$ cat src/rtl/ctrl_seq_monitor_if.sv
// Output bus of the multicycle MIPS control unit.
// master = control unit, slave = passive consumers such as the monitor.
interface ctrl_seq_monitor_if;
   logic       IorD;
   logic       MemRead;
   logic       MemWrite;
   logic       MemToReg;
   logic       IRWrite;
   logic       RegDst;
   logic       RegWrite;
   logic       ALUSrcA;
   logic [1:0] ALUSrcB;
   logic [1:0] ALUOp;
   logic [1:0] PCSource;
   logic       PCWrite;
   logic       PCWriteCond;

   modport master (
      output IorD, MemRead, MemWrite, MemToReg, IRWrite, RegDst,
      output RegWrite, ALUSrcA, ALUSrcB, ALUOp, PCSource,
      output PCWrite, PCWriteCond
   );

   modport slave (
      input IorD, MemRead, MemWrite, MemToReg, IRWrite, RegDst,
      input RegWrite, ALUSrcA, ALUSrcB, ALUOp, PCSource,
      input PCWrite, PCWriteCond
   );
endinterface

$ cat src/rtl/ctrl_seq_monitor.sv
// Passive checker for the multicycle MIPS control-unit output sequence.
// Define CTRL_SEQ_OPCODE_CHECK_EN to add Opcode/Funct cross-checking.
module ctrl_seq_monitor #(
   parameter int CNT_W = 16
) (
   input  logic             Clk,
   input  logic             reset,
   ctrl_seq_monitor_if.slave ctrlBus,
`ifdef CTRL_SEQ_OPCODE_CHECK_EN
   input  logic [5:0]       Opcode,
   input  logic [5:0]       Funct,
`endif
   output logic             instr_done,
   output logic [2:0]       instr_class,
   output logic [3:0]       instr_cycles,
   output logic [CNT_W-1:0] instr_count,
   output logic             err,
   output logic [2:0]       err_code
);

   typedef enum logic [3:0] {
      V_UNK, V_FETCH, V_DECODE, V_ADDR, V_MRD, V_MWR,
      V_LWB, V_EXR, V_RWB, V_IWB, V_JMP, V_BEQ
   } vec_e;

   typedef enum logic [2:0] {
      S_IDLE, S_F, S_D, S_A, S_M, S_X
   } state_e;

   localparam logic [2:0] C_NONE = 3'd0;
   localparam logic [2:0] C_LW   = 3'd1;
   localparam logic [2:0] C_SW   = 3'd2;
   localparam logic [2:0] C_R    = 3'd3;
   localparam logic [2:0] C_ADDI = 3'd4;
   localparam logic [2:0] C_J    = 3'd5;
   localparam logic [2:0] C_BEQ  = 3'd6;

   localparam logic [2:0] E_NONE = 3'd0;
   localparam logic [2:0] E_UNK  = 3'd1;
   localparam logic [2:0] E_SEQ  = 3'd2;
   localparam logic [2:0] E_OP   = 3'd3;

   vec_e       vec;
   state_e     state;
   state_e     nxtState;
   state_e     advState;
   logic       resync;
   logic       nxtResync;
   logic       hit;
   logic       finish;
   logic       opErr;
   logic [2:0] doneCls;
   logic       doneEvt;
   logic       errEvt;
   logic [2:0] errCodeEvt;
   logic [3:0] cycCnt;
   logic [5:0] wr;
   logic [4:0] alu;

   // Write enables must match exactly; selects only where they matter
   assign wr = {ctrlBus.MemRead, ctrlBus.MemWrite, ctrlBus.IRWrite,
                ctrlBus.RegWrite, ctrlBus.PCWrite, ctrlBus.PCWriteCond};
   assign alu = {ctrlBus.ALUSrcA, ctrlBus.ALUSrcB, ctrlBus.ALUOp};

   always_comb begin
      vec = V_UNK;
      unique case (1'b1)
         wr == 6'b101010 && !ctrlBus.IorD && alu == 5'b0_01_00
            && ctrlBus.PCSource == 2'b00:               vec = V_FETCH;
         wr == 6'b000000 && alu == 5'b0_11_00:          vec = V_DECODE;
         wr == 6'b000000 && alu == 5'b1_10_00:          vec = V_ADDR;
         wr == 6'b100000 && ctrlBus.IorD:               vec = V_MRD;
         wr == 6'b010000 && ctrlBus.IorD:               vec = V_MWR;
         wr == 6'b000100 && !ctrlBus.RegDst
            && ctrlBus.MemToReg:                        vec = V_LWB;
         wr == 6'b000000 && alu == 5'b1_00_10:          vec = V_EXR;
         wr == 6'b000100 && ctrlBus.RegDst
            && !ctrlBus.MemToReg:                       vec = V_RWB;
         wr == 6'b000100 && !ctrlBus.RegDst
            && !ctrlBus.MemToReg:                       vec = V_IWB;
         wr == 6'b000010 && ctrlBus.PCSource == 2'b10:  vec = V_JMP;
         wr == 6'b000001 && alu == 5'b1_00_01
            && ctrlBus.PCSource == 2'b01:               vec = V_BEQ;
         default:                                       vec = V_UNK;
      endcase
   end

   // Legal-successor table
   always_comb begin
      hit      = 1'b0;
      finish   = 1'b0;
      advState = S_IDLE;
      doneCls  = C_NONE;
      unique case (state)
         S_IDLE: if (vec == V_FETCH) begin
            hit      = 1'b1;
            advState = S_F;
         end
         S_F: if (vec == V_DECODE) begin
            hit      = 1'b1;
            advState = S_D;
         end
         S_D: begin
            case (vec)
               V_ADDR: begin hit = 1'b1; advState = S_A; end
               V_EXR:  begin hit = 1'b1; advState = S_X; end
               V_JMP:  begin hit = 1'b1; finish = 1'b1; doneCls = C_J;   end
               V_BEQ:  begin hit = 1'b1; finish = 1'b1; doneCls = C_BEQ; end
               default: ;
            endcase
         end
         S_A: begin
            case (vec)
               V_MRD: begin hit = 1'b1; advState = S_M; end
               V_MWR: begin hit = 1'b1; finish = 1'b1; doneCls = C_SW;   end
               V_IWB: begin hit = 1'b1; finish = 1'b1; doneCls = C_ADDI; end
               default: ;
            endcase
         end
         S_M: if (vec == V_LWB) begin
            hit     = 1'b1;
            finish  = 1'b1;
            doneCls = C_LW;
         end
         S_X: if (vec == V_RWB) begin
            hit     = 1'b1;
            finish  = 1'b1;
            doneCls = C_R;
         end
         default: ;
      endcase
   end

`ifdef CTRL_SEQ_OPCODE_CHECK_EN
   logic [2:0] liveCls;
   logic [2:0] implCls;

   function automatic logic [2:0] opClass(input logic [5:0] op,
                                          input logic [5:0] fn);
      case (op)
         6'h23:   opClass = C_LW;
         6'h2B:   opClass = C_SW;
         6'h00:   opClass = (fn == 6'h20 || fn == 6'h22) ? C_R : C_NONE;
         6'h08:   opClass = C_ADDI;
         6'h02:   opClass = C_J;
         6'h04:   opClass = C_BEQ;
         default: opClass = C_NONE;
      endcase
   endfunction

   assign liveCls = opClass(Opcode, Funct);

   always_comb begin
      opErr = 1'b0;
      if (hit && state == S_D) begin
         case (vec)
            V_ADDR:  opErr = !(liveCls inside {C_LW, C_SW, C_ADDI});
            V_EXR:   opErr = liveCls != C_R;
            V_JMP:   opErr = liveCls != C_J;
            V_BEQ:   opErr = liveCls != C_BEQ;
            default: opErr = 1'b0;
         endcase
      end else if (hit && finish) begin
         opErr = implCls != doneCls;
      end
   end

   always_ff @(posedge Clk or negedge reset) begin
      if (!reset)
         implCls <= C_NONE;
      else if (state == S_D)
         implCls <= liveCls;
   end
`else
   assign opErr = 1'b0;
`endif

   always_ff @(posedge Clk or negedge reset) begin
      if (!reset) begin
         state  <= S_IDLE;
         resync <= 1'b0;
      end else begin
         state  <= nxtState;
         resync <= nxtResync;
      end
   end

   // A FETCH always starts a new instruction, even mid-sequence
   always_comb begin
      nxtState  = state;
      nxtResync = resync;
      if (vec == V_FETCH) begin
         nxtState  = S_F;
         nxtResync = 1'b0;
      end else if (hit && !opErr) begin
         nxtState = finish ? S_IDLE : advState;
      end else if (!(state == S_IDLE && resync)) begin
         nxtState  = S_IDLE;
         nxtResync = 1'b1;
      end
   end

   always_comb begin
      doneEvt    = hit && finish && !opErr;
      errEvt     = 1'b0;
      errCodeEvt = E_NONE;
      if (vec == V_FETCH) begin
         if (state != S_IDLE) begin
            errEvt     = 1'b1;
            errCodeEvt = E_SEQ;
         end
      end else if (!(hit && !opErr) && !(state == S_IDLE && resync)) begin
         errEvt = 1'b1;
         if (opErr)
            errCodeEvt = E_OP;
         else if (vec == V_UNK)
            errCodeEvt = E_UNK;
         else
            errCodeEvt = E_SEQ;
      end
   end

   always_ff @(posedge Clk or negedge reset) begin
      if (!reset) begin
         cycCnt       <= 4'd0;
         instr_done   <= 1'b0;
         instr_class  <= C_NONE;
         instr_cycles <= 4'd0;
         instr_count  <= '0;
         err          <= 1'b0;
         err_code     <= E_NONE;
      end else begin
         if (vec == V_FETCH)
            cycCnt <= 4'd1;
         else if (hit && !finish && !opErr)
            cycCnt <= cycCnt + 4'd1;
         instr_done <= doneEvt;
         if (doneEvt) begin
            instr_class  <= doneCls;
            instr_cycles <= cycCnt + 4'd1;
            if (instr_count != {CNT_W{1'b1}})
               instr_count <= instr_count + CNT_W'(1);
         end
         if (errEvt) begin
            err <= 1'b1;
            if (!err)
               err_code <= errCodeEvt;
         end
      end
   end

endmodule
$ cat src/flat_wrapper.sv
// flat-port wrapper written by rule: the top's interface ports become plain ports
module ctrl_seq_monitor_flat 
#(
   parameter int CNT_W = 16
)
  (Clk, reset, instr_done, instr_class, instr_cycles, instr_count, err, err_code, ctrlBus_IorD, ctrlBus_MemRead, ctrlBus_MemWrite, ctrlBus_MemToReg, ctrlBus_IRWrite, ctrlBus_RegDst, ctrlBus_RegWrite, ctrlBus_ALUSrcA, ctrlBus_ALUSrcB, ctrlBus_ALUOp, ctrlBus_PCSource, ctrlBus_PCWrite, ctrlBus_PCWriteCond);
  ctrl_seq_monitor_if ctrlBus_i ();
  input  logic Clk;
  input  logic reset;
  output logic instr_done;
  output logic [2:0] instr_class;
  output logic [3:0] instr_cycles;
  output logic [CNT_W-1:0] instr_count;
  output logic err;
  output logic [2:0] err_code;
  input wire logic [$bits(ctrlBus_i.IorD)-1:0] ctrlBus_IorD;
  input wire logic [$bits(ctrlBus_i.MemRead)-1:0] ctrlBus_MemRead;
  input wire logic [$bits(ctrlBus_i.MemWrite)-1:0] ctrlBus_MemWrite;
  input wire logic [$bits(ctrlBus_i.MemToReg)-1:0] ctrlBus_MemToReg;
  input wire logic [$bits(ctrlBus_i.IRWrite)-1:0] ctrlBus_IRWrite;
  input wire logic [$bits(ctrlBus_i.RegDst)-1:0] ctrlBus_RegDst;
  input wire logic [$bits(ctrlBus_i.RegWrite)-1:0] ctrlBus_RegWrite;
  input wire logic [$bits(ctrlBus_i.ALUSrcA)-1:0] ctrlBus_ALUSrcA;
  input wire logic [$bits(ctrlBus_i.ALUSrcB)-1:0] ctrlBus_ALUSrcB;
  input wire logic [$bits(ctrlBus_i.ALUOp)-1:0] ctrlBus_ALUOp;
  input wire logic [$bits(ctrlBus_i.PCSource)-1:0] ctrlBus_PCSource;
  input wire logic [$bits(ctrlBus_i.PCWrite)-1:0] ctrlBus_PCWrite;
  input wire logic [$bits(ctrlBus_i.PCWriteCond)-1:0] ctrlBus_PCWriteCond;
  assign ctrlBus_i.IorD = ctrlBus_IorD;
  assign ctrlBus_i.MemRead = ctrlBus_MemRead;
  assign ctrlBus_i.MemWrite = ctrlBus_MemWrite;
  assign ctrlBus_i.MemToReg = ctrlBus_MemToReg;
  assign ctrlBus_i.IRWrite = ctrlBus_IRWrite;
  assign ctrlBus_i.RegDst = ctrlBus_RegDst;
  assign ctrlBus_i.RegWrite = ctrlBus_RegWrite;
  assign ctrlBus_i.ALUSrcA = ctrlBus_ALUSrcA;
  assign ctrlBus_i.ALUSrcB = ctrlBus_ALUSrcB;
  assign ctrlBus_i.ALUOp = ctrlBus_ALUOp;
  assign ctrlBus_i.PCSource = ctrlBus_PCSource;
  assign ctrlBus_i.PCWrite = ctrlBus_PCWrite;
  assign ctrlBus_i.PCWriteCond = ctrlBus_PCWriteCond;
  ctrl_seq_monitor #(.CNT_W(CNT_W)) u_core (.Clk(Clk), .reset(reset), .ctrlBus(ctrlBus_i), .instr_done(instr_done), .instr_class(instr_class), .instr_cycles(instr_cycles), .instr_count(instr_count), .err(err), .err_code(err_code));
endmodule
$ cat config.mk
export PLATFORM = sky130hd
export DESIGN_NAME = ctrl_seq_monitor_flat
export DESIGN_NICKNAME = d
export VERILOG_FILES = /design/src/rtl/ctrl_seq_monitor_if.sv /design/src/rtl/ctrl_seq_monitor.sv /design/src/flat_wrapper.sv
export SDC_FILE = /design/constraint.sdc
export NUM_CORES = 1
export LEC_CHECK = 0
export CAP_MARGIN = 10
export CORE_MARGIN = 2
export CORE_UTILIZATION = 45
export DETAILED_ROUTE_END_ITERATION = 10
export PLACE_DENSITY_LB_ADDON = 0.15
export SYNTH_ARGS = -nofsm -noshare
export SYNTH_HDL_FRONTEND = slang
export SYNTH_SLANG_ARGS = --single-unit
$ cat constraint.sdc
create_clock -name Clk -period 2 [get_ports Clk]
set_input_delay 0.4 -clock Clk [delete_from_list [all_inputs] [get_ports Clk]]
set_output_delay 0.4 -clock Clk [all_outputs]
set_load 0.02 [all_outputs]
== After elaboration in Yosys (flattened, before gate mapping) ==
Index checks and enable logic that the tools add are counted.

* Register bits after elaboration: 36
* Output and inout port bits: 28

* $add $sub $neg: 2
* Equality and inequality tests: 33
* Multiplexer cells: 36
* Bitwise gates (word level): 1
* Reductions and logical operators: 39

{| class="wikitable"
|+ Operators by type and width
! operator !! count
|-
| 4-bit case mux with 11 select lines || 1
|-
| 3-bit 2-to-1 mux || 7
|-
| 1-bit logical AND || 20
|-
| 3-bit case mux with 2 select lines || 3
|-
| 16-bit by 1-bit adder with 16-bit output, second input constant || 1
|-
| 4-bit by 3-bit equality test with 1-bit output, second input constant || 4
|-
| 4-bit equality test, second input constant || 4
|-
| 16-bit != test, second input constant || 1
|-
| 5-bit equality test, second input constant || 3
|-
| 1-bit 2-to-1 mux || 15
|-
| 6-bit equality test, second input constant || 2
|-
| 3-bit case mux with 4 select lines || 1
|-
| 3-bit case mux with 3 select lines || 1
|-
| 4-bit by 2-bit equality test with 1-bit output, second input constant || 2
|-
| 2-bit 2-to-1 mux || 4
|-
| 4-bit 2-to-1 mux || 2
|-
| 3-bit by 2-bit equality test with 1-bit output, second input constant || 2
|-
| 3-bit equality test, second input constant || 2
|-
| 6-bit by 1-bit equality test with 1-bit output, second input constant || 1
|-
| 6-bit by 2-bit equality test with 1-bit output, second input constant || 1
|-
| 6-bit by 3-bit equality test with 1-bit output, second input constant || 1
|-
| 6-bit by 5-bit equality test with 1-bit output, second input constant || 1
|-
| 1-bit logical NOT || 6
|-
| 6-bit logical NOT || 1
|-
| other kinds (21) || 25
|}

== Depth between registers and ports, before layout ==
Gate-level depths: netlist of run 1.

* Word-level depth: 14
* Mapped depth: 9
* Mapped depth without buffers: 7

== Worst setup path after synthesis of run 1 ==
No wires, ideal clock.

* Path kind: input to register
* Start: input port ctrlBus_MemWrite
* End: register u_core.err_code[0]
* Arrival: 2.196 ns
* Slack: -0.321 ns
* Cell stages on the path: 8
* Path buffers: 1
* Cells stage by stage: buf_2 -> nor4_2 -> nand4_2 -> and2_4 -> o2111ai_2 -> nand2_2 -> nor4_4 -> mux2_4

* Word-level cells in the longest chain between the ends: 14
* Elaborated cells on any way between the ends: 53
* Classes of those cells: eq/ne (17); mux (13); reduce/logical (23)

{| class="wikitable"
|+ RTL lines
! element !! RTL line !! RTL
|-
| from (decl) || flat_wrapper.sv:18 || <nowiki>input wire logic [$bits(ctrlBus_i.MemWrite)-1:0] ctrlBus_MemWrite;</nowiki>
|-
| 6-bit equality test || ctrl_seq_monitor.sv:68 || <nowiki>wr == 6'b101010 && !ctrlBus.IorD && alu == 5'b0_01_00</nowiki>
|-
| 1-bit logical AND (2 in a row) || ctrl_seq_monitor.sv:68 ||
|-
| 1-bit logical AND || ctrl_seq_monitor.sv:69 || <nowiki>&& ctrlBus.PCSource == 2'b00: vec = V_FETCH;</nowiki>
|-
| 4-bit case mux with 11 select lines * || ctrl_seq_monitor.sv:67 || <nowiki>unique case (1'b1)</nowiki>
|-
| 4-bit by 2-bit equality test with 1-bit output, or another cell as far along || ctrl_seq_monitor.sv:104 || <nowiki>case (vec)</nowiki>
|-
| 4-bit OR reduction (no line) / 3-bit OR reduction (equally long branches) || - ||
|-
| 1-bit 2-to-1 mux (on tied branches) || ctrl_seq_monitor.sv:104, ctrl_seq_monitor.sv:113 ||
|-
| 1-bit case mux with 6 select lines || ctrl_seq_monitor.sv:94 || <nowiki>unique case (state)</nowiki>
|-
| 1-bit logical NOT || ctrl_seq_monitor.sv:212 || <nowiki>end else if (!(hit && !opErr) && !(state == S_IDLE && resync)) begin</nowiki>
|-
| 1-bit logical AND || ctrl_seq_monitor.sv:212 ||
|-
| 1-bit 2-to-1 mux || ctrl_seq_monitor.sv:212 ||
|-
| 1-bit 2-to-1 mux || ctrl_seq_monitor.sv:207 || <nowiki>if (vec == V_FETCH) begin</nowiki>
|-
| 2-bit AND reduction (no line) || - ||
|-
| to (signal assigned) || ctrl_seq_monitor.sv:247 || <nowiki>err_code <= errCodeEvt;</nowiki>
|-
| to (decl) || ctrl_seq_monitor.sv:18 || <nowiki>output logic [2:0] err_code</nowiki>
|}

Mark *: on every way between the ends. The rest lies on a longest branch, timed or not.
A chain may end at the register's enable or synchronous reset.

== Final worst setup path of run 1 ==
* Start: input port ctrlBus_PCWriteCond
* End: register u_core.err_code[0]

* Word-level cells in the longest chain between the ends: 14
* Elaborated cells on any way between the ends: 53
* Classes of those cells: eq/ne (17); mux (13); reduce/logical (23)

{| class="wikitable"
|+ RTL lines
! element !! RTL line !! RTL
|-
| from (decl) || flat_wrapper.sv:28 || <nowiki>input wire logic [$bits(ctrlBus_i.PCWriteCond)-1:0] ctrlBus_PCWriteCond;</nowiki>
|-
| 6-bit equality test || ctrl_seq_monitor.sv:68 ||
|-
| 1-bit logical AND (2 in a row) || ctrl_seq_monitor.sv:68 ||
|-
| 1-bit logical AND || ctrl_seq_monitor.sv:69 ||
|-
| 4-bit case mux with 11 select lines * || ctrl_seq_monitor.sv:67 ||
|-
| 4-bit by 2-bit equality test with 1-bit output, or another cell as far along || ctrl_seq_monitor.sv:104 ||
|-
| 4-bit OR reduction (no line) / 3-bit OR reduction (equally long branches) || - ||
|-
| 1-bit 2-to-1 mux (on tied branches) || ctrl_seq_monitor.sv:104, ctrl_seq_monitor.sv:113 ||
|-
| 1-bit case mux with 6 select lines || ctrl_seq_monitor.sv:94 ||
|-
| 1-bit logical NOT || ctrl_seq_monitor.sv:212 ||
|-
| 1-bit logical AND || ctrl_seq_monitor.sv:212 ||
|-
| 1-bit 2-to-1 mux || ctrl_seq_monitor.sv:212 ||
|-
| 1-bit 2-to-1 mux || ctrl_seq_monitor.sv:207 ||
|-
| 2-bit AND reduction (no line) || - ||
|}

Marks and branches as above.

==> out/qor.txt, run 1 <==
cell area after synthesis: 2040 µm²
H-tree levels: 2
fin cells: 370
Starting Density: 46.8%
peak supply drop: 0.425 mV
First-pass DRT Iterations: 4
Crit Path Category: in -> reg
CP max FO: 4
layout cells sized above 1: 45.9%
CP max-delay cell: nor4b_4
total number of vias: 2044
post-route setup TNS: -3340 ps
Synth Register Bits: 35
Multi-input gate area: 1420 µm²
cells along the critical path: buf_8, buf_8, nor4b_4, buf_4, nand4b_1, buf_4, mux2i_1, nand4_1, a21oi_4, nor4_4, mux2_4
Worst EP required: 2170 ps
final setup fails: 31
final wirelength: 5.95 mm
worst hold path class: reg -> reg
PortBufs: 44
fmax: 446 MHz
mux cell area share after synthesis: 6.02%
xor-xnor portion of the synthesized cell area: 7.31%
Mapped Cells: 196
Setup WS post-layout: -244 ps
Max Slew Vio Count: 0
Synth Area in Compound Gates: 11.6%
violated checks: negative setup slack
Longest Clk Path Bufs: 2
RSZ-0062 raised after global routing: true
main combinational cell family by area after synthesis: simple AND/OR/NAND/NOR gates
outcome: complete, but fails checks
core area: 4350 µm²
vias in the first global route: 2076
hold buffers post-CTS: 0
CTS buffer count: 5
Critical Path AT: 2410 ps
Layout area overhead: 76.5%
largest net degree at the start of global routing: 36
Die Ht: 71.3 µm
fin nets: 337
Skew-Pair Late Insertion Delay: 280 ps
adder-cell area share of the yosys netlist: 1.23%
initial antenna violation count: 0
first-pass GRT wire length: 9.72 mm
Rows: 24
DRC violations left: 0
syn_nets: 216
Total Die Area: 5080 µm²
asr flop ratio synth: 100%
CTS root buf: clkbuf_8
Sink Count: 35
Lkg Pwr: 0.00171 µW
I/O Pins: 46
CP Capture Type: flop
residual overflow from global routing: 0
Setup crit start kind: input pin
Routed Antenna Nets: 0
PD cells: 402 nW/µm²
Max-Cap Viols: 0
mean area per synthesized cell: 10.4 µm²
Final Hold Viols: 0
CTS tree: yes
dpl hpwl: 3.94 mm
post-synth cell types: 56
filler cell count: 245
ant diodes: 0
Iter 0 DRT Violations: 126
sequential area share after synthesis: 43.0%
Max Clock Skew: 11.9 ps
routability-driven placement congestion ratio: 0.885
vias per cell: 5.52
simple-gate share of the synthesized area: 27.8%
Total Routing Usage GR: 23.8%
Placed Cells: 341
Top FF cell, synth: dfrtp_1
YS warnings: 0
period utilization: 112%
post-DR wirelength/cell: 16.1 µm
sequential cell area: 876 µm²
number of synthesized flops with an enable pin: 0
clock-pin slew on the worst setup and hold paths: 70 ps
Max stage delay on crit path: 310 ps
Die Wd: 71.3 µm
Final min period: 2240 ps
cells by family after synthesis:
family                     after synthesis
xor gates and xnor gates                17
buffers and inverters                   13
and+or+nand+nor                         90
AOI/OAI and AO/OA                       27
muxes                                   11
adders and majority gates                2
other                                    1
DFF                                     35
worst max-delay path: cells and delay by family:
| family | cells | cell delay [ps] |
|---|---|---|
| and+or+nand+nor | 4 | 730 |
| muxes | 2 | 450 |
| AOI/OAI and AO/OA | 1 | 260 |
| buffers and inverters | 4 | 550 |
registers in the layout, indices dropped and copies added, names as in the netlist:
| signal | flops |
|---|---|
| u_core.cycCnt | 4 |
| u_core.err | 1 |
| u_core.instr_cycles | 4 |
| u_core.instr_count | 16 |
| u_core.err_code | 2 |
| u_core.instr_done | 1 |
| u_core.state | 3 |
| u_core.instr_class | 3 |
| u_core.resync | 1 |
placed cells by master (no fill, tap or decap), drive strengths merged, types with 2 or more instances in the layout:
cell type       n
clkdlybuf4s15   2
a21oi           5
and3           13
nor2           10
buf            86
and2            2
nor3            3
mux2i           4
inv             8
or3             2
clkdlybuf4s50  28
nand4b          2
xnor2          13
xor2            4
a32oi           2
nand2b          2
nand2          12
nor4            5
a211o           2
nor3b           4
ha              2
nor2b           5
mux2            7
nand3          11
o2111ai         2
nor4b           3
nand4          10
dfrtp          35
clkbuf          7
o21ai           4
dlygate4sd2     3
nand3b          2
cells in the mapped netlist, types with 2 or more instances:
| cell type | count | area share, % |
|---|---|---|
| nor2_1 | 10 | 1.8 |
| nor4_2 | 2 | 1.2 |
| nand2_1 | 11 | 2.0 |
| nand2b_1 | 2 | 0.61 |
| nor4_1 | 2 | 0.61 |
| ha_1 | 2 | 1.2 |
| buf_4 | 2 | 0.74 |
| xor2_1 | 4 | 1.7 |
| and3_1 | 13 | 4.0 |
| xnor2_1 | 13 | 5.6 |
| a32oi_1 | 2 | 0.86 |
| nand3b_1 | 2 | 0.74 |
| dfrtp_1 | 35 | 43 |
| mux2_2 | 6 | 3.3 |
| nor4b_1 | 3 | 1.3 |
| mux2i_1 | 4 | 2.0 |
| nor2b_1 | 5 | 1.5 |
| nand4b_1 | 2 | 0.86 |
| a21oi_1 | 4 | 0.98 |
| nor3_1 | 3 | 0.74 |
| nand3_1 | 11 | 2.7 |
| clkbuf_1 | 2 | 0.37 |
| nand4_1 | 9 | 2.8 |
| inv_1 | 8 | 1.5 |
| or3_1 | 2 | 0.61 |
| nor3b_1 | 4 | 1.5 |
| o21ai_0 | 4 | 0.98 |
repair_timing:
action                     in CTS  in global routing
gates cloned                    0                  0
setup buffers                  21                  0
setup endpoints to repair      34                 32
gates resized for setup       111                 19
pin swaps                      39                 20
power by group:
part / total (µW) / internal (µW) / switching, µW
clock: 560 / 313 / 247
sequential: 708 / 708 / 0.118
combinational: 178 / 92.9 / 85.0
total: 1450 / 1110 / 332
metal layers:
metal,share of wire [%],track usage [%],vias to the layer above,wire length (µm)
li1,-,-,966,-
met1,42,30.3,986,2470
met2,52,41.8,76,3080
met3,5.3,4.78,16,313
met4,1.4,5.24,0,84
met5,0,0,-,0
path summary, 6_finish.rpt:
path / from / endpoint / slack (ps) / depth (start not counted)
hold reg to reg: u_core.instr_count[4] / u_core.instr_count[4] / 490 / 1
max in group asynchronous: reset / u_core.state[0] / 1170 / 2
min in group asynchronous: reset / u_core.instr_cycles[0] / 520 / 2
hold / removal: u_core.instr_count[4] / u_core.instr_count[4] / 490 / 1
setup / recovery: ctrlBus_PCWriteCond / u_core.err_code[0] / -240 / 11
setup reg to reg: u_core.instr_count[6] / u_core.instr_count[4] / 70 / 8
cell type report:
class,count,area share (%)
Multi-Input combinational cell,148,39.6
Timing Repair Buffer,119,30.5
Sequential cell,35,24.4
Clock buffer,7,2.68
Tap cell,52,1.81
Inverter,8,0.836
Clock inverter,1,0.209
metrics by stage:
stage	util [%]	hold WS, ps	cell area, µm²	power [µW]	setup slack (ps)
finish	82.5	490	3590	1450	-244
detailed placement	69.9	488	3040	865	-820
CTS	80.5	494	3510	1460	-83.8
floorplan	-	104	2150	760	-111
global placement	69.9	483	3040	862	-746
global route	82.5	512	3590	1490	-253
(Power assumes the default switching activity.)
==> run 2: changes to the inputs <==
--- a/config.mk
+++ b/config.mk
@@ -10,6 +10,7 @@
 export CORE_UTILIZATION = 45
 export DETAILED_ROUTE_END_ITERATION = 10
 export PLACE_DENSITY_LB_ADDON = 0.15
+export SKIP_LAST_GASP = 1
 export SYNTH_ARGS = -nofsm -noshare
 export SYNTH_HDL_FRONTEND = slang
 export SYNTH_SLANG_ARGS = --single-unit
==> run 2 against run 1 <==
Net effect: the flow still finishes with violations (negative setup slack); hold slack hardly changed; clock-buffer cell count stayed put; flip-flop and latch count stayed put; first-iteration DRC count is 8.7% lower; clock power hardly changed; combinational power hardly changed; critical path depth stayed put; clock skew hardly changed; utilization stayed put.
==> out/qor.txt, run 2 (synthesized netlist as in run 1, its figures left out) <==
period utilization: 112% (about the same)
post-DR wirelength/cell: 16.1 µm (about the same)
Reg power frac: 49.0% (about the same)
vias per cell: 5.53 (was 5.52)
Comb pwr share: 12.3% (about the same)
filler cell count: 245 (unchanged)
final wirelength: 5.95 mm (about the same)
first-pass GRT wire length: 9.72 mm (unchanged)
worst hold path class: reg -> reg (unchanged)
fin cells: 370 (unchanged)
Placed Cells: 341 (unchanged)
Final min period: 2240 ps (about the same)
Sink Count: 35 (unchanged)
Max Clock Skew: 11.4 ps (was 11.9 ps)
Layout area overhead: 76.5% (unchanged)
RSZ-0062 raised after global routing: true (unchanged)
I/O Pins: 46 (unchanged)
clock group share of total power: 38.7% (about the same)
Critical Path AT: 2410 ps (about the same)
clock-pin slew on the worst setup and hold paths: 70 ps (about the same)
peak supply drop: 0.424 mV (was 0.425 mV)
Longest Clk Path Bufs: 2 (unchanged)
Worst EP required: 2170 ps (about the same)
routability-driven placement congestion ratio: 0.885 (unchanged)
Sw Pwr: 331 µW (was 332 µW)
cells along the critical path: buf_8, buf_8, nor4b_4, buf_4, nand4b_1, buf_4, mux2i_1, nand4_1, a21oi_4, nor4_4, mux2_4 (unchanged)
CP Capture Type: flop (unchanged)
Setup crit start kind: input pin (unchanged)
CP max FO: 4 (unchanged)
core area: 4350 µm² (unchanged)
Top Metal Used: met4 (unchanged)
final hold slack: 490 ps (about the same)
Setup WS post-layout: -242 ps (was -244 ps)
met3 WL: 372 µm (was 313 µm)
initial antenna violation count: 0 (unchanged)
fin nets: 337 (unchanged)
Max stage delay on crit path: 310 ps (about the same)
residual overflow from global routing: 0 (unchanged)
Max Slew Vio Count: 0 (unchanged)
layout cells sized above 1: 45.9% (unchanged)
Rows: 24 (unchanged)
Die Wd: 71.3 µm (unchanged)
largest net degree at the start of global routing: 36 (unchanged)
PortBufs: 44 (unchanged)
M1 wire length: 2.43 mm (was 2.47 mm)
dpl hpwl: 3.94 mm (unchanged)
Max-Cap Viols: 0 (unchanged)
CTS buffer count: 5 (unchanged)
final setup fails: 31 (unchanged)
Starting Density: 46.8% (unchanged)
sw frac: 22.9% (was 23.0%)
ant diodes: 0 (unchanged)
Routed Antenna Nets: 0 (unchanged)
Total Routing Usage GR: 23.8% (unchanged)
biggest regs: u_core.instr_count (16), u_core.cycCnt (4), u_core.instr_cycles (4) (unchanged)
H-tree levels: 2 (unchanged)
hold buffers post-CTS: 0 (unchanged)
Skew-Pair Late Insertion Delay: 280 ps (about the same)
CTS root buf: clkbuf_8 (unchanged)
CTS tree: yes (unchanged)
fmax: 446 MHz (about the same)
vias in the first global route: 2076 (unchanged)
met2 WL: 3.09 mm (was 3.08 mm)
most frequent cells in the layout: buf_4 (55), dfrtp_1 (35), clkdlybuf4s50_1 (28) (unchanged)
First-pass DRT Iterations: 4 (unchanged)
cell-internal power: 1110 µW (unchanged)
Die Ht: 71.3 µm (unchanged)
outcome: complete, but fails checks (unchanged)
Total Die Area: 5080 µm² (unchanged)
commonest non-fill, non-tap cell in the layout: buf_4 (unchanged)
Reg with most FFs: u_core.instr_count (unchanged)
max reg flops: 16 (unchanged)
DRC violations left: 0 (unchanged)
CP max-delay cell: nor4b_4 (unchanged)
Final Hold Viols: 0 (unchanged)
Iter 0 DRT Violations: 115 (was 126)
PD cells: 402 nW/µm² (about the same)
Lkg Pwr: 0.00171 µW (unchanged)
total number of vias: 2045 (was 2044)
post-route setup TNS: -3400 ps (was -3340 ps)
Crit Path Category: in -> reg (unchanged)
violated checks: negative setup slack (unchanged)
[run 2: layer usage]
layer	vias to the layer above	global-route usage (%)
met4	0	5.24
li1	963	-
met3	10	4.78
met5	-	0
met2	82	41.8
met1	990	30.3
[run 2: through the flow]
stage	area, µm²	util [%]	power [µW]	worst slack (ps)
5_1_grt	3590	82.5	1490	-253
6_report	3590	82.5	1450	-242
3_3_place_gp	3040	69.9	862	-746
4_1_cts	3510	80.5	1460	-83.8
3_5_place_dp	3040	69.9	865	-820
2_1_floorplan	2150	-	760	-111
[run 2: worst paths after layout]
path	start	end	slack, ps	depth (start not counted)
max in group asynchronous	reset	u_core.state[0]	1170	2
max	ctrlBus_PCWriteCond	u_core.err_code[0]	-240	11
max reg2reg	u_core.instr_count[6]	u_core.instr_count[4]	70	8
min reg2reg	u_core.instr_count[4]	u_core.instr_count[4]	490	1
min in group asynchronous	reset	u_core.instr_cycles[0]	520	2
min	u_core.instr_count[4]	u_core.instr_count[4]	490	1
[run 2: layout make-up]
| cell class | count | area [µm²] | share of cell area, % |
|---|---|---|---|
| Clock buffer | 7 | 96.3 | 2.68 |
| Sequential cell | 35 | 876 | 24.4 |
| Timing Repair Buffer | 119 | 1100 | 30.5 |
| Tap cell | 52 | 65.1 | 1.81 |
| Multi-Input combinational cell | 148 | 1420 | 39.6 |
| Inverter | 8 | 30.0 | 0.836 |
| Clock inverter | 1 | 7.51 | 0.209 |
[run 2: power groups by stage]
stage	logic (µW)	clock network [µW]	registers, µW
6_report	178	560	708
3_3_place_gp	140	0	721
5_1_grt	190	594	707
3_5_place_dp	144	0	721
2_1_floorplan	38.6	0	721
4_1_cts	173	579	707
[run 2: worst max-delay path, delay by kind of cell]
family | cells | cell delay [ps]
compound gates | 1 | 260
buf+inv | 4 | 550
mux | 2 | 450
simple gates | 4 | 740
[run 2: what timing repair did]
item                       CTS  global route
setup buffers               21             0
gates resized for setup    111            19
pin swaps                   38            20
setup endpoints to repair   34            32
==> run 3: changes to the inputs <==
--- a/config.mk
+++ b/config.mk
@@ -6,7 +6,7 @@
 export NUM_CORES = 1
 export LEC_CHECK = 0
 export CAP_MARGIN = 10
-export CORE_MARGIN = 2
+export CORE_MARGIN = 8
 export CORE_UTILIZATION = 45
 export DETAILED_ROUTE_END_ITERATION = 10
 export PLACE_DENSITY_LB_ADDON = 0.15
==> run 3 against run 2 <==
Net effect: wire length grew 11%; largest cell class unchanged; first-iteration DRC count grew 9.6%; via count grew 2.1%; the run still ends with negative setup slack left; final cell count grew 0.54%; maximum frequency shrank 0.57%; critical endpoint is now u_core.instr_count[4]; global-route usage shrank 7.2 points; hold slack gained 6.2 ps; clock power grew 14%; sequential power is essentially flat; register-to-register slack lost 60 ps; critical path depth grew 1; flip-flop and latch count is the same.
==> out/qor.txt, run 3 (synthesized netlist as in run 1, its figures left out) <==
routability-driven placement congestion ratio: 0.882 (was 0.885)
Max Slew Vio Count: 0 (unchanged)
residual overflow from global routing: 0 (unchanged)
outcome: complete, but fails checks (unchanged)
final wirelength: 6.63 mm (was 5.95 mm)
Max Clock Skew: 8.21 ps (was 11.4 ps)
clock-pin slew on the worst setup and hold paths: 80 ps (was 70 ps)
vias in the first global route: 2110 (was 2076)
R2R setup slack: 10 ps (was 70 ps)
GRT Max-Usage Layer: met2 (unchanged)
biggest regs: u_core.instr_count (16), u_core.cycCnt (4), u_core.instr_cycles (4) (unchanged)
GR met2 Demand/Resource: 28.6% (was 41.8%)
CTS tree: yes (unchanged)
Total Power: 1530 µW (was 1450 µW)
Setup crit start kind: input pin (unchanged)
DRC violations left: 0 (unchanged)
Critical Path AT: 2440 ps (was 2410 ps)
peak supply drop: 0.385 mV (was 0.424 mV)
met1 GRT Util: 19.0% (was 30.3%)
First-pass DRT Iterations: 4 (unchanged)
total number of vias: 2088 (was 2045)
CP Capture Type: flop (unchanged)
max reg flops: 16 (unchanged)
core area: 4350 µm² (unchanged)
Setup WS post-layout: -255 ps (was -242 ps)
CTS root buf: clkbuf_8 (unchanged)
PD cells: 429 nW/µm² (was 402 nW/µm²)
period utilization: 113% (was 112%)
Layout area overhead: 75.4% (was 76.5%)
Iter 0 DRT Violations: 126 (was 115)
fin nets: 339 (was 337)
hold buffers post-CTS: 0 (unchanged)
Longest Clk Path Bufs: 2 (unchanged)
largest net degree at the start of global routing: 36 (unchanged)
post-DR wirelength/cell: 17.8 µm (was 16.1 µm)
Die Ht: 83.3 µm (was 71.3 µm)
fmax: 443 MHz (was 446 MHz)
Starting Density: 46.8% (unchanged)
violated checks: negative setup slack (unchanged)
Total Die Area: 6930 µm² (was 5080 µm²)
Max-Cap Viols: 0 (unchanged)
I/O Pins: 46 (unchanged)
filler cell count: 260 (was 245)
hold path start: u_core.instr_count[10] (was u_core.instr_count[4])
layout cells sized above 1: 45.3% (was 45.9%)
r2r worst-path depth: 8 (unchanged)
Reg with most FFs: u_core.instr_count (unchanged)
commonest non-fill, non-tap cell in the layout: buf_4 (unchanged)
Crit Path Category: in -> reg (unchanged)
RSZ-0062 raised after global routing: true (unchanged)
most frequent cells in the layout: buf_4 (57), dfrtp_1 (35), clkdlybuf4s50_1 (28) (was buf_4 (55), dfrtp_1 (35), clkdlybuf4s50_1 (28))
dpl hpwl: 4.14 mm (was 3.94 mm)
sequential cell area: 876 µm² (unchanged)
Routed Antenna Nets: 0 (unchanged)
Total Routing Usage GR: 16.6% (was 23.8%)
grt met3 use: 4.00% (was 4.78%)
CP max FO: 4 (unchanged)
worst r2r dst: u_core.instr_count[4] (unchanged)
H-tree levels: 2 (unchanged)
PortBufs: 44 (unchanged)
crit path from: ctrlBus_PCWriteCond (unchanged)
Sink Count: 35 (unchanged)
Multi-input gate area: 1380 µm² (was 1420 µm²)
Final min period: 2260 ps (was 2240 ps)
Post-Route Utilization: 82.0% (was 82.5%)
final setup fails: 25 (was 31)
first-pass GRT wire length: 9.75 mm (was 9.72 mm)
Worst EP required: 2180 ps (was 2170 ps)
Final Hold Viols: 0 (unchanged)
Lkg Pwr: 0.00170 µW (was 0.00171 µW)
vias per cell: 5.61 (was 5.53)
CTS buffer count: 5 (unchanged)
ant diodes: 0 (unchanged)
worst hold path class: reg -> reg (unchanged)
reg2reg start: u_core.instr_count[8] (was u_core.instr_count[6])
Rows: 24 (unchanged)
Setup crit end: u_core.instr_count[4] (was u_core.err_code[0])
Die Wd: 83.3 µm (was 71.3 µm)
Skew-Pair Late Insertion Delay: 290 ps (was 280 ps)
initial antenna violation count: 0 (unchanged)
[run 3: changes by cell type in the layout (fill, tap and decap cells not counted), sizes merged]
cell          before  now
clkinv             0    2
dlymetal6s2s       0    1
bufinv             0    1
clkinvlp           1    0
buf               86   85
[run 3: repair_timing]
item                       in CTS  in global routing
setup endpoints to repair      34                 32
gates resized for setup        79                 40
hold endpoints to repair        0                  0
pin swaps                      38                 26
buffers inserted               16                  8
[run 3: report_power, final]
group | switching [µW] | total (µW) | leakage [µW] | internal [µW]
Clock | 265 | 636 | 0.0000581 | 371
Combinational | 88.8 | 189 | 0.00118 | 99.8
Sequential | 0.119 | 707 | 0.000463 | 707
[run 3: worst min-delay path by stage]
| stage | end | depth (start not counted) | slack, ps |
|---|---|---|---|
| after global placement | u_core.instr_count[10] | 1 | 490 |
| after floorplan | u_core.cycCnt[0] | 0 | 100 |
| after CTS | u_core.instr_count[10] | 1 | 490 |
| after global routing | u_core.instr_count[8] | 1 | 520 |
| after detailed placement | u_core.instr_count[10] | 1 | 490 |
| final | u_core.instr_count[10] | 1 | 500 |
[run 3: through the flow]
stage               hold slack, ps  TNS (ps)  setup slack, ps  std cells  cell area (µm²)
floorplan                      104      -208             -111        196             2150
global placement               488    -23530             -840        341             3040
detailed placement             485    -24790             -896        341             3040
CTS                            492     -2720             -191        364             3410
global route                   522     -5820             -348        372             3570
finish                         496     -3450             -255        372             3570
[run 3: critical path: stages]
cell,delay [ps]
buf_6,100
buf_6,120
nor4_4,310
nand4_1,250
buf_4,240
nand3_4,70
o221ai_2,130
buf_4,180
a21boi_4,180
buf_6,140
nand4_1,150
xnor2_1,170
[run 3: metal layers]
metal	up-vias	share of wire, %
met5	-	0
met4	0	3.3
met3	18	4.3
met2	73	54
met1	1020	38
li1	977	-
[run 3: area by class of cell]
class                      count  area share [%]
multi-input combinational    148            38.6
clock inverter                 3            1.23
tap                           52            1.82
clock buffer                   5            1.93
sequential                    35            24.5
timing repair buffer         121            31.0
inverter                       8           0.841
